### config.mk
export PLATFORM = sky130hd
export DESIGN_NAME = seq_detect_mealy
export DESIGN_NICKNAME = d
export VERILOG_FILES = /design/src/rtl/seq_detect_mealy.sv
export SDC_FILE = /design/constraint.sdc
export NUM_CORES = 1
export LEC_CHECK = 0
export ABC_AREA = 1
export BUFFER_PORTS_ARGS = -buffer_cell sky130_fd_sc_hd__buf_2
export CAP_MARGIN = 0
export CORE_ASPECT_RATIO = 1.5
export CORE_MARGIN = 4
export CORE_UTILIZATION = 41
export DETAILED_ROUTE_END_ITERATION = 10
export PLACE_DENSITY_LB_ADDON = 0.1
export SETUP_SLACK_MARGIN = 0.15
export SLEW_MARGIN = 40
export SYNTH_ARGS = -nofsm -noshare
export SYNTH_HDL_FRONTEND = slang
export SYNTH_SLANG_ARGS = --single-unit
### constraint.sdc
create_clock -name clk -period 1.4 [get_ports clk]
set_clock_uncertainty 0.05 [all_clocks]
set_input_delay 0.07 -clock clk [delete_from_list [all_inputs] [get_ports clk]]
set_output_delay 0.07 -clock clk [all_outputs]
set_load 0.03 [all_outputs]
### src/rtl/seq_detect_mealy.sv
// Mealy serial-pattern detector: runtime-loadable pattern, overlap/non-overlap
// selection, same-cycle match output plus a registered copy and a saturating counter.
module seq_detect_mealy #(
  parameter int          PAT_WIDTH   = 4,
  parameter int          COUNT_WIDTH = 8,
  parameter logic [15:0] RESET_PAT   = 16'b0000_0000_0000_1011
) (
  input  logic                   clk,
  input  logic                   rst,
  input  logic                   en,
  input  logic                   x,
  input  logic                   load,
  input  logic [PAT_WIDTH-1:0]   pattern_in,
  input  logic                   overlap,
  input  logic                   clr_count,
  output logic                   y,
  output logic                   y_q,
  output logic [COUNT_WIDTH-1:0] match_count,
  output logic                   count_sat
);

  localparam int                     FILL_W     = $clog2(PAT_WIDTH);
  localparam logic [FILL_W-1:0]      FILL_MAX   = FILL_W'(PAT_WIDTH - 1);
  localparam logic [FILL_W-1:0]      FILL_ONE   = FILL_W'(1);
  localparam logic [COUNT_WIDTH-1:0] COUNT_MAX  = {COUNT_WIDTH{1'b1}};
  localparam logic [COUNT_WIDTH-1:0] COUNT_ONE  = COUNT_WIDTH'(1);
  localparam logic [COUNT_WIDTH-1:0] COUNT_LAST = COUNT_MAX - COUNT_ONE;
  localparam logic [PAT_WIDTH-1:0]   PAT_RST    = RESET_PAT[PAT_WIDTH-1:0];

  logic [PAT_WIDTH-1:0]   pat_r;
  logic [PAT_WIDTH-2:0]   hist_r;
  logic [FILL_W-1:0]      fill_r;
  logic [COUNT_WIDTH-1:0] count_r;
  logic                   sat_r;
  logic                   y_q_r;
  logic [PAT_WIDTH-1:0]   window_s;
  logic                   match_s;

  // The completing bit on x joins the stored history to form the candidate window.
  assign window_s = {hist_r, x};
  assign match_s  = en & ~load & (fill_r == FILL_MAX) & (window_s == pat_r);

  assign y           = match_s;
  assign y_q         = y_q_r;
  assign match_count = count_r;
  assign count_sat   = sat_r;

  // Pattern register, bit history and fill level; load wins over an accepted bit.
  always_ff @(posedge clk or posedge rst) begin
    if (rst) begin
      pat_r  <= PAT_RST;
      hist_r <= '0;
      fill_r <= '0;
    end else if (load) begin
      pat_r  <= pattern_in;
      hist_r <= '0;
      fill_r <= '0;
    end else if (en) begin
      if (match_s && !overlap) begin
        hist_r <= '0;
        fill_r <= '0;
      end else begin
        hist_r <= window_s[PAT_WIDTH-2:0];
        if (fill_r != FILL_MAX) begin
          fill_r <= fill_r + FILL_ONE;
        end else begin
          fill_r <= fill_r;
        end
      end
    end else begin
      hist_r <= hist_r;
      fill_r <= fill_r;
    end
  end

  // Registered match copy and saturating counter; clear beats a simultaneous match.
  always_ff @(posedge clk or posedge rst) begin
    if (rst) begin
      y_q_r   <= 1'b0;
      count_r <= '0;
      sat_r   <= 1'b0;
    end else begin
      y_q_r <= match_s;
      if (clr_count) begin
        count_r <= '0;
        sat_r   <= 1'b0;
      end else if (match_s && (count_r != COUNT_MAX)) begin
        count_r <= count_r + COUNT_ONE;
        if (count_r == COUNT_LAST) begin
          sat_r <= 1'b1;
        end else begin
          sat_r <= sat_r;
        end
      end else begin
        count_r <= count_r;
        sat_r   <= sat_r;
      end
    end
  end

endmodule

==> reports/qor.txt, run 1 <==
Area of the mapped netlist: 0.001077 mm²
Sw frac: 29.50%
Gpl congestion: 0.8295
Switching power: 0.3467 mW
YS warnings: 0
First-pass GRT wire length: 4623 µm
Critical path fanouts, max: 3
Final Util: 63.28%
Row Count: 22
PwrDens: 749.8 mW/mm²
Post-DP Area: 0.001363 mm²
Total track usage: 16.76%
Arr. time, crit path: 1.52 ns
Worst vdd ir: 567.6 µV
CP startpoint kind: register
Vias in the first global route: 1136
Avg WL per Cell: 12.09 µm
Yosys reg bits: 19
Clk_lat worst skew: 0.30 ns
Post-synth EDFFs: 0
Tcrit/Tclk final: 116.8%
Clock share of power: 24.3%
Power share of the combinational group: 23.4%
Post-Syn Area per Cell: 7.806 µm²
Final setup fails: 15
Final std cell area, no fill: 0.001568 mm²
DIE HEIGHT: 70.78 µm
CP Buf/Inv Count: 1
Fillers: 229
Async SR Flop Fraction: 100.0%
Fmax: 611.5 MHz
Layout cells sized above 1: 38.95%
Syn Inst Count: 138
Routed wire length: 2587 µm
Syn Nets: 152
Hold Path Class: primary input to register
Largest family of logic cells by synthesized area: simple AND/OR/NAND/NOR gates
Compound-Gate Fraction of Synth Area: 5.575%
RSZ-0062 raised after global routing: true
Final setup margin: -0.2354 ns
Leakage Power: 0.7747 nW
Mux cell area share after synthesis: 0%
Yosys cell types: 24
Boundary Pins: 22
Largest delay contributor family on the critical path: simple AND/OR/NAND/NOR gates
N_diodes: 0
Nets: 205
Initial antenna violation count: 0
Core area: 0.002477 mm²
Worst setup path category: register to output pin
Power, Total: 1.175 mW
Area Growth Syn to Fin: 45.53%
Slew Viols, Final: 0
Final min period: 1.635 ns
Dominant synthesized flop cell: dfrtp_1
IO Port Bufs: 21
Register area share after synthesis: 44.48%
Synth Area in Adders: 3.484%
Remaining Overflow, GRT: 0
Sequential share of power: 52.3%
Largest net degree at the start of global routing: 20
Simple-Gate Fraction of Synth Area: 34.61%
Max Cap Violations: 0
Area leader, netlist: dfrtp_1
Initial DRT Pass Iterations: 4
Initial core utilization: 43.48%
Status: complete, but fails checks
Failing checks: setup timing
Detailed Place HPWL: 1982 µm
Root buf cell: clkbuf_4
Vias: 1035
Clock-pin slew on the worst setup and hold paths: 0.11 ns
Final ANT Viol Nets: 0
Area contributors post-synth: dfrtp_1, nand2_1, dfstp_2, inv_1, o21ai_0
CTS Buf Count: 3
Post-Synth XOR/XNOR Area: 3.252%
CP required: 1.28 ns
Die ar.: 0.003529 mm²
H-tree Lvls: 1
CTS tree: done
Most common cell in the netlist: nand2_1
Internal power: 0.8288 mW
Synth top area share: 37.17%
Slew HR: 82.12%
DRC viols: 0
Cell Chain, Critical Path: ha_1 -> nand3_4 -> nor2_4 -> and3_4 -> buf_6
Clk sinks: 19
DR iter-0 viols: 11
Max Buffers Root-to-Sink: 2
CP max stage delay: 0.38 ns
Most frequent cells after synthesis: nand2_1, inv_1, dfrtp_1
DR vias/cell: 4.836
Final hold vios: 0
Crit end category: output pin
Tightest Pin Transition: 0.2645 ns
Critical Path Slowest Stage Cell: dfrtp_1
Chip width: 49.86 µm
[layout make-up]
type                       count  area, µm²  area share (%)
sequential                    19      485.5           30.97
clock buffer                   4      26.28           1.676
tap                           24      30.03           1.915
multi-input combinational     97      579.3           36.95
inverter                      21      83.83           5.347
timing repair buffer          49      362.8           23.14
[flip-flops by register name, summed over array words and instances, names as in the netlist]
register     cells
count_sat        1
pat_r            4
y_q              1
match_count      8
fill_r           2
hist_r           3
[power by group through the flow]
stage	registers [mW]	logic, mW	clock network (mW)
5_1_grt	0.620	0.308	0.326
2_1_floorplan	0.636	0.121	0
3_3_place_gp	0.622	0.218	0
3_5_place_dp	0.623	0.225	0
6_report	0.615	0.274	0.286
4_1_cts	0.614	0.271	0.295
[path summary, 6_finish.rpt]
check                          start              to  slack (ns)  cells past startpoint
min reg2reg                fill_r[1]       fill_r[1]        0.44                      2
max in group asynchronous        rst        pat_r[3]        0.77                      4
max reg2reg                 pat_r[0]       hist_r[1]       -0.21                     10
max                        fill_r[0]               y       -0.24                      5
min in group asynchronous        rst  match_count[6]        0.26                      4
min                             load        pat_r[2]        0.03                      2
[routing by layer]
layer	wire length [µm]	global-route usage [%]
met4	17	8.000
met5	0	0
met2	1499	32.99
met1	981	16.62
met3	88	2.105
[placed cells by master (no fill, tap or decap), types with 2 or more instances in the layout]
cell / instances
buf_6: 2
dfrtp_2: 5
ha_1: 2
buf_2: 20
nor2_1: 9
inv_4: 2
nand2_2: 5
clkbuf_4: 3
nand3_1: 6
dlygate4sd3_1: 10
nand4_1: 3
nor2_4: 4
buf_4: 16
inv_1: 16
o21ai_0: 7
dfrtp_1: 11
nor3_1: 2
inv_2: 3
dfstp_2: 3
nand2_1: 40
xor2_1: 3
o21ai_1: 4
[kinds of logic after synthesis]
logic type               count (synthesis)
AND/OR/NAND/NOR                         78
buffers and inverters                   22
flip-flops                              19
AO/OA/AOI/OAI                           12
XOR/XNOR                                 4
adder cells (fa/ha/maj)                  3
[through the flow]
step,hold WS (ns),instances,TNS (ns),setup WS [ns]
finish,0.02770,214,-2.380,-0.2354
global route,0.04281,214,-4.649,-0.3555
CTS,0.02637,212,-2.424,-0.2357
detailed placement,0.05723,196,-1.814,-0.1526
global placement,0.04932,196,-1.211,-0.1220
floorplan,-0.03144,138,-0.1276,-0.02170
[repair_timing]
item,in CTS,in global routing
hold buffers,10,0
cloned,0,0
buffers inserted,2,2
gates resized for setup,12,5
pin swaps,6,3
setup endpoints to repair,16,16
hold endpoints to repair,24,0
(Power assumes the default switching activity.)
==> run 2, diff against run 1 <==
==> constraint.sdc (replaced) <==
create_clock -name clk -period 1.4 [get_ports clk]
set_clock_uncertainty 0.05 [all_clocks]
set_input_delay 0.28 -clock clk [delete_from_list [all_inputs] [get_ports clk]]
set_output_delay 0.28 -clock clk [all_outputs]
set_load 0.03 [all_outputs]
==> run 2 against run 1 <==
The run still ends with setup timing left. Critical endpoint unchanged. Largest power group unchanged. First-iteration DRC count rose by 82%. Flip-flop and latch count did not move. Clock-buffer cell count unchanged. Non-clock buffer count decreased by 2. Clock power is 4% lower. Core utilization is 2.2 points higher. Global-route usage shrank 0.56 points. Die area unchanged. Critical path depth is 1 higher. Sequential share of layout area decreased by 1.1 points.
==> reports/qor.txt, run 2 (synthesis gave the netlist of run 1 again) <==
Met3 Use GR: 2.737%
Gpl congestion: 0.7821
Worst setup path category: register to output pin
Nets: 203
Hold Path Class: primary input to register
DIE HEIGHT: 70.78 µm
Core area: 0.002477 mm²
Chip width: 49.86 µm
Vias in the first global route: 1026
Arr. time, crit path: 1.41 ns
Routed wire length: 2561 µm
Met1 Use GR: 16.38%
CP required: 1.07 ns
DR iter-0 viols: 20
Leakage Power: 0.7876 nW
Clk_lat worst skew: 0.29 ns
Clk sinks: 19
Critical path fanouts, max: 2
Hold path start: pattern_in[3]
Final setup margin: -0.3364 ns
Most common cell after layout, fill and taps aside: nand2_1
Total track usage: 16.20%
Most used routing layer: met2
Vias: 1048
Row Count: 22
Fmax: 575.9 MHz
Root buf cell: clkbuf_4
Largest net degree at the start of global routing: 20
Avg WL per Cell: 12.08 µm
Flip-flop and latch area: 485.5 µm²
M2 GR Usage: 31.08%
CP startpoint kind: register
Tightest Pin Transition: 0.5496 ns
Setup TNS: -3.258 ns
Initial antenna violation count: 0
Clock-pin slew on the worst setup and hold paths: 0.10 ns
PwrDens: 734.5 mW/mm²
FF-to-FF Start: pat_r[0]
Die ar.: 0.003529 mm²
Most frequent cells in the layout: nand2_1, buf_4, inv_1
Final min period: 1.736 ns
DRC viols: 0
Area Growth Syn to Fin: 50.64%
Tcrit/Tclk final: 124.0%
Failing checks: setup timing
DR vias/cell: 4.943
Detailed Place HPWL: 1931 µm
First-pass GRT wire length: 4347 µm
Initial core utilization: 43.48%
Power, Total: 1.192 mW
Status: complete, but fails checks
Boundary Pins: 22
Slew HR: 62.84%
Max Cap Violations: 0
Fillers: 207
Layout cells sized above 1: 45.74%
Remaining Overflow, GRT: 0
Initial DRT Pass Iterations: 4
CTS Buf Count: 3
Final hold vios: 0
H-tree Lvls: 1
Final ANT Viol Nets: 0
Worst vdd ir: 521.2 µV
Worst slack at placement: -0.1447 ns
CTS tree: done
Max reg flops: 8
IO Port Bufs: 21
Final setup fails: 15
Final Util: 65.51%
Slew Viols, Final: 0
RSZ-0062 raised after global routing: true
Beginning of the critical path: pat_r[0]
Area taken by multi-input logic gates: 606.8 µm²
Crit end category: output pin
N_diodes: 0
Hold_ws: 0.1250 ns
Max Buffers Root-to-Sink: 2
-- run 2: metal layers --
metal,share of wire (%),wire [µm],vias to the layer above
li1,-,-,540
met1,37,943,484
met2,58,1492,20
met3,3.3,84,4
met4,1.6,40,0
met5,0,0,-
-- run 2: path summary, 6_finish.rpt --
| kind | endpoint | slack [ns] | cells after the start |
|---|---|---|---|
| hold reg to reg | count_sat | 0.43 | 2 |
| max in group asynchronous | pat_r[3] | 0.54 | 4 |
| hold / removal | pat_r[3] | 0.12 | 3 |
| setup reg to reg | match_count[7] | -0.26 | 11 |
| min in group asynchronous | count_sat | 0.49 | 4 |
| setup / recovery | y | -0.34 | 6 |
-- run 2: cell type report --
cell class                 count  area share, %
inverter                      21          5.166
multi-input combinational     97          37.39
tap                           24          1.850
clock buffer                   4          1.619
sequential                    19          29.92
timing repair buffer          47          24.06
-- run 2: critical path: stages (launching register included) --
cell,delay [ns]
dfstp_2,0.55
inv_2,0.04
nand2_2,0.05
nand2_2,0.06
nor2_4,0.10
and3_4,0.19
buf_6,0.13
-- run 2: repair_timing --
item,CTS,global route
endpoints found under the setup margin,22,23
hold buffers,1,0
gates resized for setup,30,16
cloned,0,0
hold endpoints to repair,16,0
buffers inserted,6,2
pin swaps,9,7
-- run 2: report_power, final --
part | switching (mW) | internal (mW)
Sequential | 0.0350 | 0.588
Combinational | 0.151 | 0.144
Clock | 0.163 | 0.111
-- run 2: per-stage QoR --
stage	area [µm²]	cells
after floorplan	1126	138
after global placement	1390	199
after detailed placement	1390	199
after CTS	1567	210
after global routing	1623	212
final	1623	212
